File: src/rtl/skew_feeder_pkg.sv
// Shared types and width helpers for the skew_feeder operand edge feeder.
package skew_feeder_pkg;

  typedef enum logic [1:0] {
    IDLE  = 2'd0,
    FETCH = 2'd1,
    DRAIN = 2'd2,
    DONE  = 2'd3
  } state_t;

  // Width of the tile-depth field, able to hold 0..max_k.
  function automatic int k_len_w(input int max_k);
    return $clog2(max_k + 1);
  endfunction

  // Width of the active-lane field, able to hold 0..lanes.
  function automatic int n_valid_w(input int lanes);
    return $clog2(lanes + 1);
  endfunction

  // Beat/read counters span a full job of max_k + lanes - 1 beats with headroom.
  function automatic int beat_cnt_w(input int max_k, input int lanes);
    return $clog2(max_k + lanes) + 1;
  endfunction

  // Zero rows injected after the last real row so every lane empties its line.
  function automatic int drain_beats(input int lanes);
    return lanes - 1;
  endfunction

endpackage

File: src/rtl/skew_delay_line.sv
// Per-lane skew delay: DEPTH-stage shift register with enable and synchronous
// flush. DEPTH = 0 degenerates to a plain wire.
module skew_delay_line #(
  parameter int DATA_WIDTH = 32,
  parameter int DEPTH      = 1
) (
  input  logic                  clk,
  input  logic                  rst_n,
  input  logic                  flush,
  input  logic                  en,
  input  logic [DATA_WIDTH-1:0] din,
  output logic [DATA_WIDTH-1:0] dout
);

  if (DEPTH == 0) begin : g_wire
    logic unused_ctrl;
    assign unused_ctrl = ^{clk, rst_n, flush, en};
    assign dout        = din;
  end else begin : g_shift
    logic [DATA_WIDTH-1:0] stage [DEPTH];

    // Shift one position per enabled cycle; flush clears every stage.
    // NOTE: non-blocking assignments let every stage read its neighbour's old
    // value, so the loop order does not matter.
    // NOTE: the stages are reset, unlike a RAM, because stale contents would
    // surface as real data on the first beats of the next job.
    always_ff @(posedge clk or negedge rst_n) begin
      if (!rst_n) begin
        for (int i = 0; i < DEPTH; i++) stage[i] <= '0;
      end else if (flush) begin
        for (int i = 0; i < DEPTH; i++) stage[i] <= '0;
      end else if (en) begin
        stage[0] <= din;
        for (int i = 1; i < DEPTH; i++) stage[i] <= stage[i-1];
      end
    end

    assign dout = stage[DEPTH-1];
  end

endmodule

File: src/rtl/skew_feeder.sv
// skew_feeder: reads a K-row tile from the operand buffer and emits it as a
// skewed wavefront (lane j delayed by j beats) onto a systolic array edge.
// Optional feature macro SKEW_FEEDER_LANE_MASK_EN adds out_lane_valid.
module skew_feeder
  import skew_feeder_pkg::*;
#(
  parameter int DATA_WIDTH = 32,
  parameter int LANES      = 8,
  parameter int ADDR_WIDTH = 8,
  parameter int MAX_K      = 16
) (
  input  logic                          clk,
  input  logic                          rst_n,
  input  logic                          rst_flush,
  input  logic                          start,
  input  logic [ADDR_WIDTH-1:0]         base_addr_in,
  input  logic [ADDR_WIDTH-1:0]         stride_in,
  input  logic [k_len_w(MAX_K)-1:0]     k_len_in,
  input  logic [n_valid_w(LANES)-1:0]   n_valid_in,
  output logic                          busy,
  output logic                          done,
  output logic                          mem_ren,
  output logic [ADDR_WIDTH-1:0]         mem_addr,
  input  logic [LANES*DATA_WIDTH-1:0]   mem_rdata,
  output logic                          out_valid,
  input  logic                          out_ready,
  output logic [LANES*DATA_WIDTH-1:0]   out_data
`ifdef SKEW_FEEDER_LANE_MASK_EN
  ,
  output logic [LANES-1:0]              out_lane_valid
`endif
);

  localparam int KW          = k_len_w(MAX_K);
  localparam int NW          = n_valid_w(LANES);
  localparam int CW          = beat_cnt_w(MAX_K, LANES);
  localparam int DRAIN_BEATS = drain_beats(LANES);
  localparam int W           = LANES * DATA_WIDTH;

  state_t state_q, state_d;

  // Latched job
  logic [ADDR_WIDTH-1:0] addr_q;
  logic [ADDR_WIDTH-1:0] stride_q;
  logic [KW-1:0]         k_q;
  logic [NW-1:0]         nv_q;

  // Progress counters
  logic [CW-1:0] rd_cnt;
  logic [CW-1:0] drain_cnt;
  logic [CW-1:0] acc_cnt;

  // Read return tracking and the one-row skid buffer
  logic          rd_pending;
  logic          skid_full;
  logic [W-1:0]  skid_data;

  logic [KW-1:0] k_clamp;
  logic [NW-1:0] nv_clamp;
  logic          active;
  logic          have_row;
  logic          zero_avail;
  logic          out_can;
  logic          load;
  logic          accept;
  logic          skid_next_full;
  logic          last_read_back;
  logic          last_beat;
  logic [CW-1:0] beats_last;

  logic [W-1:0]     row_src;
  logic [W-1:0]     row_in;
  logic [LANES-1:0] lane_real;
  logic [W-1:0]     skewed;

  assign k_clamp  = (k_len_in > KW'(MAX_K))   ? KW'(MAX_K)  : k_len_in;
  assign nv_clamp = (n_valid_in > NW'(LANES)) ? NW'(LANES)  : n_valid_in;

  assign active     = (state_q == FETCH) || (state_q == DRAIN);
  assign have_row   = skid_full || rd_pending;
  assign zero_avail = (state_q == DRAIN) && !skid_full && (drain_cnt < CW'(DRAIN_BEATS));
  assign out_can    = !out_valid || out_ready;
  assign load       = active && (have_row || zero_avail) && out_can && !rst_flush;
  assign accept     = out_valid && out_ready;

  // The skid holds a row that arrived while the output stage could not take it.
  // A read is only issued if that slot is guaranteed empty when its data lands,
  // so no returned row is ever dropped under stall.
  assign skid_next_full = load ? (skid_full && rd_pending) : (skid_full || rd_pending);
  assign mem_ren        = (state_q == FETCH) && (rd_cnt < CW'(k_q)) && !skid_next_full && !rst_flush;
  assign mem_addr       = addr_q;

  assign last_read_back = (state_q == FETCH) && rd_pending && (rd_cnt == CW'(k_q));
  assign beats_last     = CW'(k_q) + CW'(DRAIN_BEATS - 1);
  assign last_beat      = accept && (acc_cnt == beats_last);

  // State register.
  always_ff @(posedge clk or negedge rst_n) begin
    if (!rst_n) state_q <= IDLE;
    else        state_q <= state_d;
  end

  // Next-state and status outputs.
  // NOTE: every output of this block gets a default first so no path can
  // leave it unassigned and infer a latch.
  always_comb begin
    state_d = state_q;
    busy    = 1'b1;
    done    = 1'b0;
    unique case (state_q)
      IDLE: begin
        busy = 1'b0;
        if (start) state_d = (k_len_in == '0) ? DONE : FETCH;
      end
      FETCH:   if (last_read_back) state_d = DRAIN;
      DRAIN:   if (last_beat)      state_d = DONE;
      DONE: begin
        done    = 1'b1;
        state_d = IDLE;
      end
      default: state_d = IDLE;
    endcase
    if (rst_flush) state_d = IDLE;
  end

  // Job latch and progress counters.
  always_ff @(posedge clk or negedge rst_n) begin
    if (!rst_n) begin
      addr_q    <= '0;
      stride_q  <= '0;
      k_q       <= '0;
      nv_q      <= '0;
      rd_cnt    <= '0;
      drain_cnt <= '0;
      acc_cnt   <= '0;
    end else if (rst_flush) begin
      addr_q    <= '0;
      stride_q  <= '0;
      k_q       <= '0;
      nv_q      <= '0;
      rd_cnt    <= '0;
      drain_cnt <= '0;
      acc_cnt   <= '0;
    end else if (state_q == IDLE && start) begin
      addr_q    <= base_addr_in;
      stride_q  <= stride_in;
      k_q       <= k_clamp;
      nv_q      <= nv_clamp;
      rd_cnt    <= '0;
      drain_cnt <= '0;
      acc_cnt   <= '0;
    end else begin
      if (mem_ren) begin
        addr_q <= addr_q + stride_q;
        rd_cnt <= rd_cnt + CW'(1);
      end
      if (load && !have_row) drain_cnt <= drain_cnt + CW'(1);
      if (accept)            acc_cnt   <= acc_cnt + CW'(1);
    end
  end

  // Track the in-flight read and park a returned row when the output is blocked.
  always_ff @(posedge clk or negedge rst_n) begin
    if (!rst_n) begin
      rd_pending <= 1'b0;
      skid_full  <= 1'b0;
      skid_data  <= '0;
    end else if (rst_flush) begin
      rd_pending <= 1'b0;
      skid_full  <= 1'b0;
      skid_data  <= '0;
    end else begin
      rd_pending <= mem_ren;
      skid_full  <= skid_next_full;
      if (rd_pending && (!load || skid_full)) skid_data <= mem_rdata;
    end
  end

  // Select the next row (oldest first) and zero the inactive lanes.
  always_comb begin
    row_src   = skid_full ? skid_data : mem_rdata;
    row_in    = '0;
    lane_real = '0;
    for (int j = 0; j < LANES; j++) begin
      lane_real[j] = have_row && (j < int'(nv_q));
      if (lane_real[j]) row_in[j*DATA_WIDTH +: DATA_WIDTH] = row_src[j*DATA_WIDTH +: DATA_WIDTH];
    end
  end

  for (genvar j = 0; j < LANES; j++) begin : g_lane
    skew_delay_line #(
      .DATA_WIDTH (DATA_WIDTH),
      .DEPTH      (j)
    ) u_data (
      .clk   (clk),
      .rst_n (rst_n),
      .flush (rst_flush),
      .en    (load),
      .din   (row_in[j*DATA_WIDTH +: DATA_WIDTH]),
      .dout  (skewed[j*DATA_WIDTH +: DATA_WIDTH])
    );
  end

  // Output stage: loads a new skewed vector whenever the previous beat is gone.
  always_ff @(posedge clk or negedge rst_n) begin
    if (!rst_n) begin
      out_valid <= 1'b0;
      out_data  <= '0;
    end else if (rst_flush) begin
      out_valid <= 1'b0;
      out_data  <= '0;
    end else if (load) begin
      out_valid <= 1'b1;
      out_data  <= skewed;
    end else if (out_ready) begin
      out_valid <= 1'b0;
    end
  end

`ifdef SKEW_FEEDER_LANE_MASK_EN
  logic [LANES-1:0] skewed_lv;

  for (genvar j = 0; j < LANES; j++) begin : g_lane_lv
    skew_delay_line #(
      .DATA_WIDTH (1),
      .DEPTH      (j)
    ) u_lv (
      .clk   (clk),
      .rst_n (rst_n),
      .flush (rst_flush),
      .en    (load),
      .din   (lane_real[j]),
      .dout  (skewed_lv[j])
    );
  end

  // Lane-valid flags travel through the same skew as the data they describe.
  always_ff @(posedge clk or negedge rst_n) begin
    if (!rst_n)         out_lane_valid <= '0;
    else if (rst_flush) out_lane_valid <= '0;
    else if (load)      out_lane_valid <= skewed_lv;
  end
`else
  // Without the mask port, padding lanes are plain zeros on out_data.
`endif

endmodule

File: config.mk
export PLATFORM = sky130hd
export DESIGN_NAME = skew_feeder
export DESIGN_NICKNAME = d
export VERILOG_FILES = /design/src/rtl/skew_feeder_pkg.sv /design/src/rtl/skew_delay_line.sv /design/src/rtl/skew_feeder.sv
export SDC_FILE = /design/constraint.sdc
export NUM_CORES = 2
export LEC_CHECK = 0
export CAP_MARGIN = 20
export CORE_MARGIN = 10
export CORE_UTILIZATION = 40
export DETAILED_ROUTE_END_ITERATION = 6
export PLACE_DENSITY = 0.66
export SYNTH_ARGS = -nofsm -noshare
export SYNTH_HDL_FRONTEND = slang
export SYNTH_SLANG_ARGS = --single-unit
export TNS_END_PERCENT = 50
File: constraint.sdc
create_clock -name clk -period 3.07 [get_ports clk]
set_input_delay 0.921 -clock clk [delete_from_list [all_inputs] [get_ports clk]]
set_output_delay 0.921 -clock clk [all_outputs]
set_load 0.01 [all_outputs]
==> metrics.md <==
| Metric | Value |
|---|---|
| DRC viols | `0` |
| Area of the multi-input gates | `18,500 um2` |
| Worst min path class | `reg2reg` |
| CTS tree | `done` |
| Clock root buffer | `clkbuf_16` |
| Total power | `0.0444 W` |
| CP Max Fanout | `3` |
| DR vias/cell | `5.63` |
| CP Data Required Time | `2150 ps` |
| Clk_lat worst skew | `780 ps` |
| FF-to-FF End | `g_lane[5].u_data.g_shift.stage[65]$_DFFE_PN0P_` |
| Leakage power | `31.4 nW` |
| 1st-iter DRT viols | `3,159` |
| Routed len/inst | `22.5 um` |
| Share of layout cells above drive strength 1 | `0.101` |
| Dpl cells | `6,514` |
| Finished Layout Cells | `6,827` |
| Clock transition at path regs | `60 ps` |
| First-pass GRT wire length | `240,000 um` |
| Max Slew Vio Count | `0` |
| Power Density | `626 nW/um2` |
| Startpoint Class | `flip-flop` |
| Via Count | `38,400` |
| Unrepaired setup endpoints after global routing | `yes` |
| Port bufs | `553` |
| Largest net degree at the start of global routing | `150` |
| Worst Hold Depth | `1` |
| GP Congestion | `0.799` |
| Most used flip-flop cell after synthesis | `dfrtp_1` |
| Maxcap violations | `0` |
| Outcome | `complete, but fails checks` |
| Setup CP Type | `reg2out` |
| Register bit count reported by yosys | `1,456` |
| Fraction of the yosys area taken by sequential cells | `0.642` |
| Synth-to-Final Area Change | `25.1%` |
| CTS sink cnt | `1,456` |
| Period utilization | `1.06` |
| H-tree depth | `4` |
| Final hold slack | `467 ps` |
| Failing checks | `negative setup slack` |
| Arr. time, crit path | `2350 ps` |
| Sequential Power Share | `0.445` |
| Pre-antenna DRT Iters | `7` |
| Least-Margin Pin Slew | `1090 ps` |
| Hold Path End | `g_lane[6].u_data.g_shift.stage[36]$_DFFE_PN0P_` |
| Dpl ws | `-879 ps` |
| Setup violators final | `1` |
| Post-synth EDFFs | `0` |
| Net switching power | `0.0117 W` |
| # fillers | `12,200` |
| Die height | `397 um` |
| Final WL | `153,000 um` |
| Clock Skews | `41.8 ps` |
| # rows | `138` |
| Maximum VDD drop | `0.000453 V` |
| Die W | `397 um` |
| Register Area | `36,400 um2` |
| Minimum clock period | `3270 ps` |
| Switching Share | `0.264` |
| Synth Instances | `4,277` |
| CTS max path bufs | `3` |
| R2R cell count | `10` |
| Worst r2r src | `state_q[0]$_DFFE_PN0P_` |
| HPWL Detailed | `101,000 um` |
| Final hold viol count | `0` |
| Crit. End Element | `output pin` |
| Distinct cells, synth | `58` |
| Combinational fraction of design power | `0.124` |
| Origin of the worst min-delay path | `g_lane[6].u_data.g_shift.stage[68]$_DFFE_PN0P_` |
| Initial antenna violation count | `45` |
| Core ar. | `141,000 um2` |
| Syn. warnings | `0` |
| Die area | `157,000 um2` |
| Post-layout nets | `5,098` |
| Int Power | `0.0327 W` |
| GRT Util Overall | `0.190` |
| Post-route ant nets | `0` |
| CTS buffer count | `156` |
| Area of the mapped netlist | `56,700 um2` |
| Final setup margin | `-196 ps` |
| Grt total ovfl | `0` |
| Worst slew margin | `0.274` |
| Synthesized net count | `4,585` |
| Fmax | `306 MHz` |
| FFs w/ async S/R, synth | `1.00` |
| Clk network pwr share | `0.431` |
| Number of global-route vias before repair | `39,200` |
| I/O pin count | `554` |
| Initial Util | `0.402` |
| Reg-to-reg slack, setup | `430 ps` |
| Syn avg cell area | `13.3 um2` |
| Final cell utilization of the core | `0.502` |
[cell type report]
cell class	count	area share
antenna	19	0.000670
clock buffer	222	0.0640
clock inverter	64	0.0108
inverter	18	0.00106
multi-input combinational	2397	0.261
sequential	1456	0.513
tap	1890	0.0333
timing repair buffer	761	0.116
[registers in the layout, summed over array words and instances, names as in the netlist, 5 cells and up]
register                     cells
g_lane.u_data.dout             224
g_lane.u_data.g_shift.stage    672
drain_cnt                        6
acc_cnt                          6
skid_data                      256
out_data                       256
k_q                              5
stride_q                         8
mem_addr                         8
rd_cnt                           6
[cells by family after synthesis]
| family | Yosys count | share of synthesized area |
|---|---|---|
| compound gates | 1731 | 0.243 |
| xor+xnor | 13 | 0.00201 |
| fa+ha+maj | 24 | 0.00536 |
| buf+inv | 424 | 0.0338 |
| flops | 1456 | 0.642 |
| mux | 259 | 0.0457 |
| simple gates | 370 | 0.0276 |
[what timing repair did]
action,in CTS,in global routing
buffers inserted,5,2
hold buffers,1,0
hold endpoints to repair,18,0
pin swaps,5,4
resized for setup,16,9
endpoints found under the setup margin,3,1
[metal layers]
metal | wire (um) | global-route usage | up-vias
li1 | - | - | 17400
met1 | 67500 | 0.258 | 19700
met2 | 70600 | 0.289 | 966
met3 | 10000 | 0.0556 | 292
met4 | 4950 | 0.0707 | 48
met5 | 352 | 0 | -
[power groups by stage]
stage | registers, W | logic [W] | clock network (W)
global route | 0.0198 | 0.00599 | 0.0205
global placement | 0.0201 | 0.00539 | 0
CTS | 0.0198 | 0.00552 | 0.0196
floorplan | 0.0201 | 0.00294 | 0
finish | 0.0198 | 0.00549 | 0.0191
detailed placement | 0.0201 | 0.00545 | 0
[cell usage after synthesis (4+ instances only)]
cell       number  share of area
and3_1         10         0.0011
a31oi_1        12         0.0013
xor2_1          5        0.00077
a21oi_1        30         0.0026
or3_1           6        0.00066
a22o_1        924           0.14
o21ai_0       194          0.017
nand2_1       274          0.018
nor2_1         31         0.0021
o211ai_1        4        0.00053
nor3b_1         4        0.00053
ha_1           21         0.0046
clkbuf_1      144         0.0095
o21ai_1        57         0.0050
xnor2_1         8         0.0012
a22oi_1       227          0.030
o2bb2ai_1     256          0.040
nand3_1         9        0.00079
nor3_1          7        0.00062
a211oi_1        5        0.00066
nand3b_1        5        0.00066
dfrtp_1      1456           0.64
nand4_1         4        0.00044
buf_2         252          0.022
mux2i_1       259          0.046
buf_1           8        0.00053
inv_1          16         0.0011
nor4_1          4        0.00044
[worst max-delay path by stage]
stage	start	to	slack (ps)	depth (start not counted)
finish	k_q[2]$_DFFE_PN0P_	mem_ren	-200	8
global route	k_q[2]$_DFFE_PN0P_	mem_ren	-310	8
CTS	state_q[0]$_DFFE_PN0P_	mem_ren	-250	7
detailed placement	out_ready	mem_ren	-880	7
global placement	out_ready	mem_ren	-870	7
floorplan	out_ready	mem_ren	100	5
[cells in the final DEF (no fill, tap or decap), types with 7 or more instances in the layout]
master	instances
a21oi_1	26
inv_1	11
a22o_1	924
o21ai_0	194
clkinv_2	32
clkbuf_1	29
clkinvlp_4	7
clkbuf_16	158
dfrtp_1	1455
a22oi_1	227
nor2_1	31
o21ai_1	53
nand3_1	9
o2bb2ai_1	256
buf_4	118
diode_2	19
clkbuf_8	36
nand2_1	274
xnor2_1	8
a31oi_1	11
and3_1	10
bufinv_16	9
ha_1	17
mux2i_1	259
clkdlybuf4s50_1	547
buf_12	88
[critical path, stage by stage (launching register included)]
cell	delay, ps
dfrtp_1	380
inv_2	90
ha_4	220
a21oi_4	120
a21oi_2	70
or2_4	260
nor3_4	190
buf_6	130
buf_6	90
[through the flow]
| stage | TNS [ps] | cell area, um2 |
|---|---|---|
| after global routing | -313 | 71000 |
| after detailed placement | -13640 | 65500 |
| after global placement | -6510 | 65500 |
| after CTS | -247 | 70900 |
| after floorplan | 0 | 56700 |
| final | -196 | 71000 |
Power figures use the tool's default switching activity.
